File: config.mk
export PLATFORM = sky130hd
export DESIGN_NAME = rounding_shift_mac
export DESIGN_NICKNAME = d
export VERILOG_FILES = /design/src/rtl/rounding_shift_mac_pkg.sv /design/src/rtl/rs_onehot_index.sv /design/src/rtl/rounding_shift_mac.sv
export SDC_FILE = /design/constraint.sdc
export NUM_CORES = 1
export LEC_CHECK = 0
export CAP_MARGIN = 20
export CORE_UTILIZATION = 55
export DETAILED_ROUTE_END_ITERATION = 16
export PLACE_DENSITY = 0.78
export RECOVER_POWER = 50
export SLEW_MARGIN = 10
export SYNTH_ARGS = -nofsm -noshare
export SYNTH_HDL_FRONTEND = slang
export SYNTH_SLANG_ARGS = --single-unit
File: constraint.sdc
create_clock -name clk -period 3.4 [get_ports clk]
set_clock_uncertainty 0.1 [all_clocks]
set_input_delay 0.68 -clock clk [delete_from_list [all_inputs] [get_ports clk]]
set_output_delay 0.68 -clock clk [all_outputs]
set_load 0.05 [all_outputs]
File: src/rtl/rounding_shift_mac_pkg.sv
// Shared constants for the shift-based approximate MAC datapath.
package rounding_shift_mac_pkg;

    localparam int unsigned DEF_WIDTH      = 16;
    localparam int unsigned DEF_LOG2_WIDTH = 4;
    localparam int unsigned DEF_ACC_WIDTH  = 40;
    localparam int unsigned DEF_CNT_WIDTH  = 16;

    // b shifted by up to WIDTH positions always fits losslessly in 2*WIDTH+1 bits.
    function automatic int unsigned prod_width(input int unsigned width);
        return 2 * width + 1;
    endfunction

    localparam int unsigned DEF_PROD_WIDTH = 2 * DEF_WIDTH + 1;

endpackage

File: src/rtl/rs_onehot_index.sv
// Highest-set-bit locator for a power-of-two rounded operand, with zero and
// multi-hot flags so callers can detect a malformed one-hot input.
module rs_onehot_index #(
    parameter int unsigned WIDTH      = 16,
    parameter int unsigned LOG2_WIDTH = 4
) (
    input  logic [WIDTH:0]      value,
    output logic [LOG2_WIDTH:0] index,
    output logic                zero,
    output logic                multi_hot
);

    localparam int unsigned IDX_W = LOG2_WIDTH + 1;

    // Priority scan upward so the last hit is the most significant set bit.
    always_comb begin
        index = '0;
        for (int unsigned i = 0; i <= WIDTH; i++) begin
            if (value[i]) begin
                index = IDX_W'(i);
            end
        end
        zero      = (value == '0);
        multi_hot = ((value & (value - 1'b1)) != '0);
    end

endmodule

File: src/rtl/rounding_shift_mac.sv
// Approximate MAC: multiplies b by a power-of-two operand via shift, accumulates
// over a vector terminated by in_last, and emits sum and element count.
module rounding_shift_mac
    import rounding_shift_mac_pkg::*;
#(
    parameter int unsigned WIDTH      = DEF_WIDTH,
    parameter int unsigned LOG2_WIDTH = DEF_LOG2_WIDTH,
    parameter int unsigned ACC_WIDTH  = DEF_ACC_WIDTH,
    parameter int unsigned CNT_WIDTH  = DEF_CNT_WIDTH
) (
    input  logic                 clk,
    input  logic                 rst_n,
    input  logic [WIDTH:0]       ar,
    input  logic [WIDTH-1:0]     b,
    input  logic                 in_valid,
    input  logic                 in_last,
    output logic                 in_ready,
    output logic [ACC_WIDTH-1:0] result,
    output logic [CNT_WIDTH-1:0] count,
    output logic                 out_valid,
    input  logic                 out_ready,
    output logic                 err_onehot
);

    localparam int unsigned PROD_WIDTH = prod_width(WIDTH);
    localparam int unsigned IDX_W      = LOG2_WIDTH + 1;

    logic                  adv;
    logic                  fire;
    logic                  load;
    logic [IDX_W-1:0]      idx;
    logic                  ar_zero;
    logic                  ar_multi;
    logic [PROD_WIDTH-1:0] prod_next;

    logic                  s1_valid;
    logic                  s1_last;
    logic [PROD_WIDTH-1:0] s1_prod;
    logic [ACC_WIDTH-1:0]  acc;
    logic [CNT_WIDTH-1:0]  elem_cnt;
    logic [ACC_WIDTH-1:0]  sum;
    logic [CNT_WIDTH-1:0]  cnt_n;

    rs_onehot_index #(
        .WIDTH      (WIDTH),
        .LOG2_WIDTH (LOG2_WIDTH)
    ) u_index (
        .value     (ar),
        .index     (idx),
        .zero      (ar_zero),
        .multi_hot (ar_multi)
    );

    // The whole pipeline moves together whenever the output slot is free or draining.
    always_comb begin
        adv       = !out_valid || out_ready;
        in_ready  = adv;
        fire      = in_valid && adv;
        load      = adv && s1_valid && s1_last;
        prod_next = ar_zero ? '0 : (PROD_WIDTH'(b) << idx);
        sum       = acc + ACC_WIDTH'(s1_prod);
        cnt_n     = elem_cnt + CNT_WIDTH'(1);
    end

    // Stage 1: capture the shifted product and flag non-one-hot operands.
    always_ff @(posedge clk) begin
        if (!rst_n) begin
            s1_valid   <= 1'b0;
            s1_last    <= 1'b0;
            s1_prod    <= '0;
            err_onehot <= 1'b0;
        end else if (adv) begin
            s1_valid <= in_valid;
            if (fire) begin
                s1_prod <= prod_next;
                s1_last <= in_last;
                if (ar_multi) begin
                    err_onehot <= 1'b1;
                end
            end
        end
    end

    // Stage 2: accumulate, and on the last element move the total into the output register.
    always_ff @(posedge clk) begin
        if (!rst_n) begin
            acc       <= '0;
            elem_cnt  <= '0;
            result    <= '0;
            count     <= '0;
            out_valid <= 1'b0;
        end else begin
            if (adv && s1_valid) begin
                if (s1_last) begin
                    result    <= sum;
                    count     <= cnt_n;
                    out_valid <= 1'b1;
                    acc       <= '0;
                    elem_cnt  <= '0;
                end else begin
                    acc      <= sum;
                    elem_cnt <= cnt_n;
                end
            end
            // A simultaneous reload keeps out_valid high with the new result.
            if (!load && out_valid && out_ready) begin
                out_valid <= 1'b0;
            end
        end
    end

endmodule

==> results of run 1 <==
==> worst max-delay path, stage by stage (launching register included) <==
cell and delay (ns):
dfxtp_1 0.37, ha_1 0.46, nand4_1 0.21, nor4_1 0.37, o211ai_1 0.16, o211ai_1 0.17
a22oi_1 0.21, a211oi_2 0.33, o21ai_1 0.17, or4_1 0.42, a31oi_1 0.16
==> synthesized netlist by cell type, types with 5 or more instances <==
cell	n
or3_1	7
a22oi_1	23
or2_2	7
xor2_1	23
o21ai_1	6
a211oi_1	15
nand2b_1	8
and3_1	18
nor4_1	8
nand2_1	113
a32oi_1	9
a21o_1	10
mux4_2	10
o21bai_1	14
o21a_1	11
dfxtp_1	149
o211ai_1	9
buf_1	8
and2_1	8
or4_1	9
a21oi_1	121
nor2_1	144
inv_1	12
nand3b_1	8
nand3_1	28
clkbuf_1	55
a31oi_1	11
o21ai_0	45
mux2i_1	15
nand4_1	9
xnor2_1	25
ha_1	34
nor3_1	20
mux2_2	8
a211o_1	5
==> layer usage <==
| layer | vias to the layer above | track usage, % |
|---|---|---|
| met4 | 0 | 14.2 |
| li1 | 4203 | - |
| met5 | - | 0 |
| met2 | 353 | 52.5 |
| met1 | 4067 | 41.4 |
| met3 | 74 | 6.64 |
==> registers in the layout (all words and copies together), names as in the netlist <==
signal / cells
s1_prod: 33
elem_cnt: 16
count: 16
err_onehot: 1
s1_last: 1
out_valid: 1
s1_valid: 1
result: 40
acc: 40
==> report_power, final <==
part	total, mW	internal [mW]	switching (mW)	leakage [nW]
Clock	1.90	1.05	0.849	0.290
Combinational	0.658	0.272	0.386	2.89
Sequential	1.82	1.79	0.0326	1.21
==> timing repair <==
action,in CTS,in global routing
hold endpoints to repair,0,0
resized for setup,0,2
setup endpoints to repair,0,5
==> metrics by stage <==
stage / TNS (ns) / instances / cell area (sq um) / hold WS, ns
after floorplan: 0 / 1079 / 8750 / 0.326
after global placement: -1.24 / 1403 / 10300 / 0.344
after detailed placement: -2.65 / 1403 / 10300 / 0.348
after CTS: 0 / 1435 / 10900 / 0.356
after global routing: 0 / 1435 / 10900 / 0.371
final: 0 / 1435 / 10900 / 0.349
==> how the worst min path moves through the flow <==
stage / startpoint / slack, ns / to / depth (start not counted)
after floorplan: s1_prod[20]$_SDFFE_PN0P_ / 0.33 / s1_prod[20]$_SDFFE_PN0P_ / 2
after global placement: acc[0]$_SDFFE_PN0P_ / 0.34 / acc[0]$_SDFFE_PN0P_ / 2
after detailed placement: result[0]$_SDFFE_PN0P_ / 0.35 / result[0]$_SDFFE_PN0P_ / 2
after CTS: result[0]$_SDFFE_PN0P_ / 0.36 / result[0]$_SDFFE_PN0P_ / 2
after global routing: result[19]$_SDFFE_PN0P_ / 0.37 / result[19]$_SDFFE_PN0P_ / 2
final: result[0]$_SDFFE_PN0P_ / 0.35 / result[0]$_SDFFE_PN0P_ / 2
==> kinds of logic (layout without fill, tap and decap cells) <==
| group | count (synthesis) | count (layout) | synth area share [%] |
|---|---|---|---|
| adders and majority gates | 38 | 38 | 5.43 |
| AOI/OAI and AO/OA | 322 | 322 | 23.9 |
| and+or+nand+nor | 405 | 405 | 21.7 |
| DFF | 149 | 149 | 34.1 |
| xor gates and xnor gates | 48 | 48 | 4.81 |
| buffers and inverters | 81 | 226 | 3.79 |
| muxes | 36 | 36 | 6.22 |
==> cell type report <==
cell class / instances / area (sq um) / share of cell area, %
clock buffer: 18 / 429 / 3.93
clock inverter: 14 / 156 / 1.43
inverter: 13 / 50.0 / 0.459
multi-input combinational: 849 / 5450 / 49.9
sequential: 149 / 2980 / 27.3
tap: 211 / 264 / 2.42
timing repair buffer: 181 / 1590 / 14.5
==> qor.csv, run 1 <==
stage,metric,value,unit
floorplanning,dieWidth,128,um
worst_setup_path,setup.worst_path.class,flop to flop,
power_and_ir_drop,ir_drop,0.367,mV
finish,final_common_cell,dfxtp_1,
power_and_ir_drop,power.total,4.37,mW
sta,setup_viol,0,
synth,synth_area_per_cell,8.11,sq um
worst_setup_path,path_max_fanout,7,
floorplanning,die_area,16400,sq um
synth,yosysTopAreaCell,dfxtp_1,
clock_network,cts_buffers,17,
drt,drt_iter0_drc,683,
clock_network,cts_tree,yes,
worst_setup_path,endpoint_kind,flop,
global_routing,gr-total-overflow,0,
synth,synth-edff-count,0,
finish,final_util,71.0,%
clock_network,clock_sinks,149,
synth,syn-cell-area,8750,sq um
finish,layout_common_cells,"149 x dfxtp_1, 144 x nor2_1, 121 x a21oi_1, 113 x nand2_1, 79 x buf_4",
synth,synthCells,1079,
place,gp_congestion,0.962,
place,portBuffers,96,
floorplanning,die_h,128,um
drt,wl_met1,11100,um
global_routing,grtUsageTotal,32.3,%
finish,n_fill_cell,1272,
drt,dr_total_vias,8697,
floorplanning,placeableCoreArea,15400,sq um
worst_setup_path,r2r_cells,10,
power_and_ir_drop,power_leakage,4.38,nW
finish,drive_gt1_share,12.6,%
floorplanning,start_util,56.9,%
synth,ys_async_sr_fraction,0,%
synth,yosysTopAreaCellShare,34.1,%
finish,fin_nets,1284,
min_path,hold_class,flop to flop,
drt,wl_met3,1690,um
sta,post-route-period-util,94.6,%
synth,yosys-top-cells-area,"dfxtp_1 34%, a21oi_1 6.9%, nor2_1 6.2%",
synth,ys_types,79,
drt,finalWirelength,25400,um
clock_network,hold_buffers,0,
synth,ys.flop_type,dfxtp_1,
sta,rsz0062_at_grt,false,
power_and_ir_drop,p_per_area,401,nW/um^2
clock_network,root_buffer,clkbuf_16,
worst_setup_path,rrSetupSlack,0.18,ns
drt,vias_per_cell,6.06,
finish,num_antenna_cells,0,
sta,max_freq,311,MHz
sta,finalHoldViolCount,0,
drt,wire_per_inst,17.7,um
sta,period_minus_slack,3.22,ns
synth,yosys_warnings,0,
sta,worst_pin_slew,1.05,ns
worst_setup_path,crit_arrival,3.47,ns
drt,route.detailed.drc,0,
place,dp_hpwl,18400,um
synth,ys_seq_elements,149,
run,maxCapViolCount,0,
clock_network,cts_setup_buffers,0,
global_routing,grt_antenna_before_repair,0,
clock_network,clk_latency,0.44,ns
worst_setup_path,crit_path_end,acc[34]$_SDFFE_PN0P_,
sta,slew_headroom,29.7,%
synth,synth_seq_area_share,34.1,%
worst_setup_path,timing.rr.end,acc[34]$_SDFFE_PN0P_,
drt,dr_wl_met2,11500,um
run_status,outcome,finished clean,
floorplanning,core.rowCount,45,
drt,drt_first_pass_iters,5,
floorplanning,boundaryPins,97,
drt,highest_layer,met4,
finish,area_delta_synth_final,24.8,%
clock_network,clkTransAtPathRegs,0.07,ns
drt,ant_nets,0,
worst_setup_path,cp-start-kind,flop,
clock_network,cts_max_path_buffers,2,
synth,synth_nets,1152,
sta,maxSlewViolCount,0,
sta,fin_ws,0.184,ns
global_routing,grt_pass1_vias,8082,
clock_network,ctsHtreeMaxLevel,4,
place,preCtsSetupSlack,-0.197,ns
global_routing,grt_pass1_wl,41500,um
global_routing,grt_max_degree,48,
worst_setup_path,crit_path_start,s1_prod[15]$_SDFFE_PN0P_,
worst_setup_path,required,3.66,ns
worst_setup_path,r2r_start,s1_prod[15]$_SDFFE_PN0P_,
(Power assumes the default switching activity.)
==> run 2: changes to the inputs <==
--- a/config.mk
+++ b/config.mk
@@ -7,10 +7,11 @@
 export LEC_CHECK = 0
 export CAP_MARGIN = 20
 export CORE_UTILIZATION = 55
+export CTS_BUF_LIST = sky130_fd_sc_hd__clkbuf_4
 export DETAILED_ROUTE_END_ITERATION = 16
 export PLACE_DENSITY = 0.78
 export RECOVER_POWER = 50
-export SLEW_MARGIN = 10
+export SLEW_MARGIN = 25
 export SYNTH_ARGS = -nofsm -noshare
 export SYNTH_HDL_FRONTEND = slang
 export SYNTH_SLANG_ARGS = --single-unit
==> run 2 against run 1 <==
Worst setup slack got worse by 0.0033 ns; critical path type unchanged; worst hold slack improved by 0.0092 ns; critical path depth unchanged; largest power group is now sequential cells; sequential power about the same; via count shrank 0.66%; sequential share of layout area grew 0.72 points; routed wire length down 1.8%; flip-flop and latch count did not move; first-iteration DRC count grew 5.3%; highest routed layer unchanged; utilization shrank 1.8 points.
==> qor.csv, run 2 (synthesis results as in run 1) <==
stage,metric,value,unit,change
finish,layout_common_cells,"149 x dfxtp_1, 143 x nor2_1, 121 x a21oi_1, 113 x nand2_1, 77 x buf_4",,"was 149 x dfxtp_1, 144 x nor2_1, 121 x a21oi_1, 113 x nand2_1, 79 x buf_4"
drt,ant_nets,0,,unchanged
global_routing,grt_max_degree,48,,unchanged
floorplanning,boundaryPins,97,,unchanged
power_and_ir_drop,power_leakage,4.22,nW,was 4.38 nW
drt,dr_total_vias,8640,,was 8697
clock_network,root_buffer,clkbuf_4,,was clkbuf_16
clock_network,cts_buffers,17,,unchanged
sta,maxSlewViolCount,0,,unchanged
floorplanning,placeableCoreArea,15400,sq um,unchanged
clock_network,cts_setup_buffers,0,,unchanged
sta,setup_viol,0,,unchanged
clock_network,clkTransAtPathRegs,0.16,ns,was 0.07 ns
floorplanning,start_util,56.9,%,unchanged
finish,reg_top3,"acc: 40 flops, result: 40 flops, s1_prod: 33 flops",,unchanged
clock_network,cts_resized,0,,unchanged
drt,vias_per_cell,6.00,,was 6.06
power_and_ir_drop,ir_drop,0.284,mV,was 0.367 mV
worst_setup_path,setup.worst_path.class,flop to flop,,unchanged
finish,fin_nets,1284,,unchanged
sta,period_minus_slack,3.22,ns,about the same
min_path,hold_class,flop to flop,,unchanged
drt,finalWirelength,25000,um,was 25400 um
run,maxCapViolCount,0,,unchanged
floorplanning,core.rowCount,45,,unchanged
place,dp_hpwl,18400,um,unchanged
floorplanning,dieWidth,128,um,unchanged
finish,final_common_cell,dfxtp_1,,unchanged
sta,worst_pin_slew,0.969,ns,was 1.05 ns
sta,slew_headroom,35.1,%,was 29.7%
clock_network,ctsHtreeMaxLevel,4,,unchanged
sta,rsz0062_at_grt,false,,unchanged
global_routing,grtUsageTotal,31.7,%,was 32.3%
place,gp_congestion,0.962,,unchanged
power_and_ir_drop,power.total,3.64,mW,was 4.37 mW
global_routing,gr-total-overflow,0,,unchanged
drt,wire_per_inst,17.3,um,was 17.7 um
worst_setup_path,cp-start-kind,flop,,unchanged
worst_setup_path,endpoint_kind,flop,,unchanged
sta,finalHoldViolCount,0,,unchanged
global_routing,grt_pass1_wl,40800,um,was 41500 um
clock_network,hold_buffers,0,,unchanged
worst_setup_path,crit_arrival,3.61,ns,was 3.47 ns
place,portBuffers,96,,unchanged
clock_network,clock_sinks,149,,unchanged
place,dp_cells,1403,,unchanged
finish,area_delta_synth_final,21.6,%,was 24.8%
global_routing,grt_antenna_before_repair,1,,was 0
worst_setup_path,path_max_fanout,5,,was 7
run_status,outcome,finished clean,,unchanged
sta,post-route-period-util,94.7,%,was 94.6%
drt,route.detailed.drc,0,,unchanged
sta,max_freq,311,MHz,about the same
drt,drt_iter0_drc,719,,was 683
global_routing,grt_pass1_vias,8003,,was 8082
drt,drt_first_pass_iters,5,,unchanged
floorplanning,die_area,16400,sq um,unchanged
clock_network,cts_tree,yes,,unchanged
finish,finalNonFillerCells,1439,,was 1435
power_and_ir_drop,p_per_area,342,nW/um^2,was 401 nW/um^2
floorplanning,die_h,128,um,unchanged
clock_network,clk_latency,0.59,ns,was 0.44 ns
worst_setup_path,required,3.79,ns,was 3.66 ns
sta,tns,0,ns,unchanged
finish,drive_gt1_share,12.8,%,was 12.6%
clock_network,cts_max_path_buffers,2,,unchanged
-- run 2: changes by cell type in the layout (fill, tap and decap cells not counted), moves of 2 or more --
cell,before,now
clkbuf_4,0,18
clkbuf_16,17,0
clkdlybuf4s50_1,35,44
dlygate4sd3_1,60,51
diode_2,0,4
buf_4,79,77
clkbuf_2,1,3
-- run 2: worst paths after layout --
check	cells after the start	slack, ns	startpoint	end
max	10	0.18	s1_prod[8]$_SDFFE_PN0P_	acc[35]$_SDFFE_PN0P_
min	2	0.36	result[0]$_SDFFE_PN0P_	result[0]$_SDFFE_PN0P_
max reg2reg	10	0.18	s1_prod[8]$_SDFFE_PN0P_	acc[35]$_SDFFE_PN0P_
min reg2reg	2	0.36	result[0]$_SDFFE_PN0P_	result[0]$_SDFFE_PN0P_
-- run 2: critical path, cell delays in order, from the launching register on --
cell and delay, ns:
dfxtp_1 0.40, ha_1 0.41, nand2_1 0.12, or4b_1 0.50, o21bai_4 0.22, nand3_4 0.14, a311oi_4 0.12, o31ai_4 0.37
nand3_2 0.14, or4_1 0.42, a31oi_1 0.18
-- run 2: cell type report --
type	count	area [sq um]
antenna	4	10.0
clock buffer	18	135
clock inverter	14	156
fill	1330	4740
inverter	13	50.0
multi-input combinational	849	5450
sequential	149	2980
tap	211	264
timing repair buffer	181	1580
-- run 2: metrics by stage --
stage | hold slack, ns | instance area, sq um | worst slack, ns | util (%)
after floorplan | 0.326 | 8750 | 0.390 | -
after CTS | 0.365 | 10600 | 0.167 | 69.2
after global placement | 0.344 | 10300 | -0.146 | 67.3
after detailed placement | 0.348 | 10300 | -0.197 | 67.3
final | 0.358 | 10600 | 0.181 | 69.2
after global routing | 0.380 | 10600 | 0.0160 | 69.2
-- run 2: per-layer routing --
metal,global-route usage [%],wire length (um),up-vias
met4,13.8,951,0
met1,41.3,11100,4054
met2,51.4,11400,321
li1,-,-,4204
met3,5.84,1580,61
met5,0,0,-
-- run 2: power breakdown --
group,internal (mW),leakage [nW],switching (mW),total [mW]
sequential,1.79,1.21,0.0324,1.82
combinational,0.272,2.85,0.385,0.657
clock,0.410,0.162,0.752,1.16
total,2.47,4.22,1.17,3.64
==> run 3: changes to the inputs <==
--- a/config.mk
+++ b/config.mk
@@ -6,6 +6,7 @@
 export NUM_CORES = 1
 export LEC_CHECK = 0
 export CAP_MARGIN = 20
+export CORE_MARGIN = 3
 export CORE_UTILIZATION = 55
 export CTS_BUF_LIST = sky130_fd_sc_hd__clkbuf_4
 export DETAILED_ROUTE_END_ITERATION = 16
==> run 3 against run 2 <==
The run now ends with max-capacitance violations, max-slew violations left; sequential power barely moved; combinational power about the same; via count increased by 0.24%; critical path type unchanged; first-iteration DRC count down 8.5%; utilization up 0.15 points; power up 2.2%; clock power is 7% higher; critical path depth is the same; cell area is 0.22% higher; critical endpoint is now acc[34]$_SDFFE_PN0P_.
==> qor.csv, run 3 (synthesis results as in run 1) <==
stage,metric,value,unit,change
global_routing,gr-total-overflow,0,,unchanged
floorplanning,die_area,17500,sq um,was 16400 sq um
sta,rsz0062_at_grt,false,,unchanged
worst_setup_path,endpoint_kind,flop,,unchanged
place,portBuffers,96,,unchanged
global_routing,grtUsageTotal,28.4,%,was 31.7%
global_routing,grt_antenna_before_repair,1,,unchanged
worst_setup_path,cpPeakStageDelay,0.42,ns,was 0.50 ns
clock_network,cts_buffers,17,,unchanged
global_routing,grt_max_degree,59,,was 48
clock_network,root_buffer,clkbuf_4,,unchanged
finish,final_util,69.3,%,was 69.2%
power_and_ir_drop,p_per_area,349,nW/um^2,was 342 nW/um^2
clock_network,cts_max_path_buffers,2,,unchanged
worst_setup_path,cp-start-kind,flop,,unchanged
sta,slew_headroom,-2.29,%,was 35.1%
sta,worst_pin_slew,1.53,ns,was 0.969 ns
finish,layout_common_cells,"149 x dfxtp_1, 144 x nor2_1, 121 x a21oi_1, 113 x nand2_1, 66 x buf_4",,"was 149 x dfxtp_1, 143 x nor2_1, 121 x a21oi_1, 113 x nand2_1, 77 x buf_4"
global_routing,grt_pass1_wl,40700,um,was 40800 um
floorplanning,start_util,56.9,%,unchanged
sta,fin_ws,0.173,ns,was 0.181 ns
min_path,hold_class,flop to flop,,unchanged
floorplanning,core.rowCount,45,,unchanged
sta,period_minus_slack,3.23,ns,was 3.22 ns
floorplanning,dieWidth,132,um,was 128 um
power_and_ir_drop,power_leakage,4.22,nW,about the same
clock_network,clock_sinks,149,,unchanged
finish,fin_area,10700,sq um,was 10600 sq um
finish,area_delta_synth_final,21.8,%,was 21.6%
clock_network,hold_buffers,0,,unchanged
drt,drt_iter0_drc,658,,was 719
drt,ant_nets,0,,unchanged
run_status,violations,"max-capacitance violations, max-slew violations",,
power_and_ir_drop,power.total,3.72,mW,was 3.64 mW
power_and_ir_drop,ir_drop,0.240,mV,was 0.284 mV
drt,drt_first_pass_iters,5,,unchanged
worst_setup_path,cpMostUsedCell,o211ai_1,,
drt,finalWirelength,25100,um,was 25000 um
run_status,outcome,finished with violations,,was finished clean
sta,tns,0,ns,unchanged
run,maxCapViolCount,1,,was 0
finish,fin_nets,1275,,was 1284
place,place_area,10300,sq um,about the same
clock_network,clk_latency,0.55,ns,was 0.59 ns
place,dp_hpwl,18600,um,was 18400 um
sta,max_freq,310,MHz,was 311 MHz
drt,wire_per_inst,17.6,um,was 17.3 um
place,gp_congestion,0.962,,about the same
worst_setup_path,path_max_fanout,6,,was 5
worst_setup_path,slowest_stage,ha_1,,was or4b_1
sta,post-route-period-util,94.9,%,was 94.7%
clock_network,cts_tree,yes,,unchanged
finish,drive_gt1_share,11.8,%,was 12.8%
clock_network,clkTransAtPathRegs,0.12,ns,was 0.16 ns
sta,setup_viol,0,,unchanged
finish,final_common_cell,dfxtp_1,,unchanged
global_routing,grt_pass1_vias,8154,,was 8003
clock_network,ctsHtreeMaxLevel,4,,unchanged
place,preCtsSetupSlack,-0.218,ns,was -0.197 ns
sta,maxSlewViolCount,42,,was 0
worst_setup_path,required,3.76,ns,was 3.79 ns
worst_setup_path,setup.worst_path.class,flop to flop,,unchanged
drt,dr_total_vias,8661,,was 8640
drt,vias_per_cell,6.07,,was 6.00
drt,route.detailed.drc,0,,unchanged
finish,reg_top3,"acc: 40 flops, result: 40 flops, s1_prod: 33 flops",,unchanged
worst_setup_path,crit_arrival,3.59,ns,was 3.61 ns
worst_setup_path,crit_chain,"ha_1, nand4_1, nor4_1, o211ai_1, o211ai_1, a22oi_2, a211oi_2, o21ai_1, or4_1, a31oi_1",,"was ha_1, nand2_1, or4b_1, o21bai_4, nand3_4, a311oi_4, o31ai_4, nand3_2, or4_1, a31oi_1"
floorplanning,die_h,132,um,was 128 um
sta,finalHoldViolCount,0,,unchanged
floorplanning,placeableCoreArea,15400,sq um,unchanged
floorplanning,boundaryPins,97,,unchanged
[run 3: path summary, 6_finish.rpt]
check | from | to | slack, ns | depth (start not counted)
hold / removal | result[17]$_SDFFE_PN0P_ | result[17]$_SDFFE_PN0P_ | 0.36 | 2
hold reg to reg | result[17]$_SDFFE_PN0P_ | result[17]$_SDFFE_PN0P_ | 0.36 | 2
setup / recovery | s1_prod[16]$_SDFFE_PN0P_ | acc[34]$_SDFFE_PN0P_ | 0.17 | 10
setup reg to reg | s1_prod[16]$_SDFFE_PN0P_ | acc[34]$_SDFFE_PN0P_ | 0.17 | 10
[run 3: critical path, delay by kind of cell (launching register included)]
| kind | cells | cell delay, ns |
|---|---|---|
| AND/OR/NAND/NOR | 3 | 1.06 |
| adder cells (fa/ha/maj) | 1 | 0.42 |
| flip-flops | 1 | 0.38 |
| AO/OA/AOI/OAI | 6 | 1.17 |
[run 3: what timing repair did]
item	CTS	global route
setup endpoints to repair	0	15
setup buffers	0	3
resized for setup	0	6
[run 3: cell type report]
type / instances / area (sq um)
diodes: 1 / 2.50
clock buffers: 19 / 143
clock inverters: 13 / 180
fillers: 1320 / 4710
inverters: 13 / 50.0
multi-input cells: 849 / 5470
flip-flops and latches: 149 / 2980
well taps: 211 / 264
repair buffers: 172 / 1570
[run 3: power by group]
group          switching (mW)  internal, mW
Sequential             0.0347          1.79
Combinational           0.382         0.273
Clock                   0.643         0.600
[run 3: stage by stage]
| step | hold WS, ns | instances |
|---|---|---|
| finish | 0.359 | 1427 |
| detailed placement | 0.348 | 1391 |
| global route | 0.376 | 1427 |
| floorplan | 0.326 | 1079 |
| CTS | 0.365 | 1423 |
| global placement | 0.345 | 1391 |
[run 3: routing by layer]
layer / track usage (%) / up-vias / wire (um)
met3: 5.65 / 65 / 1910
met1: 37.5 / 4046 / 10700
met2: 44.6 / 372 / 11500
met5: 0 / - / 0
met4: 13.8 / 0 / 1020
li1: - / 4178 / -
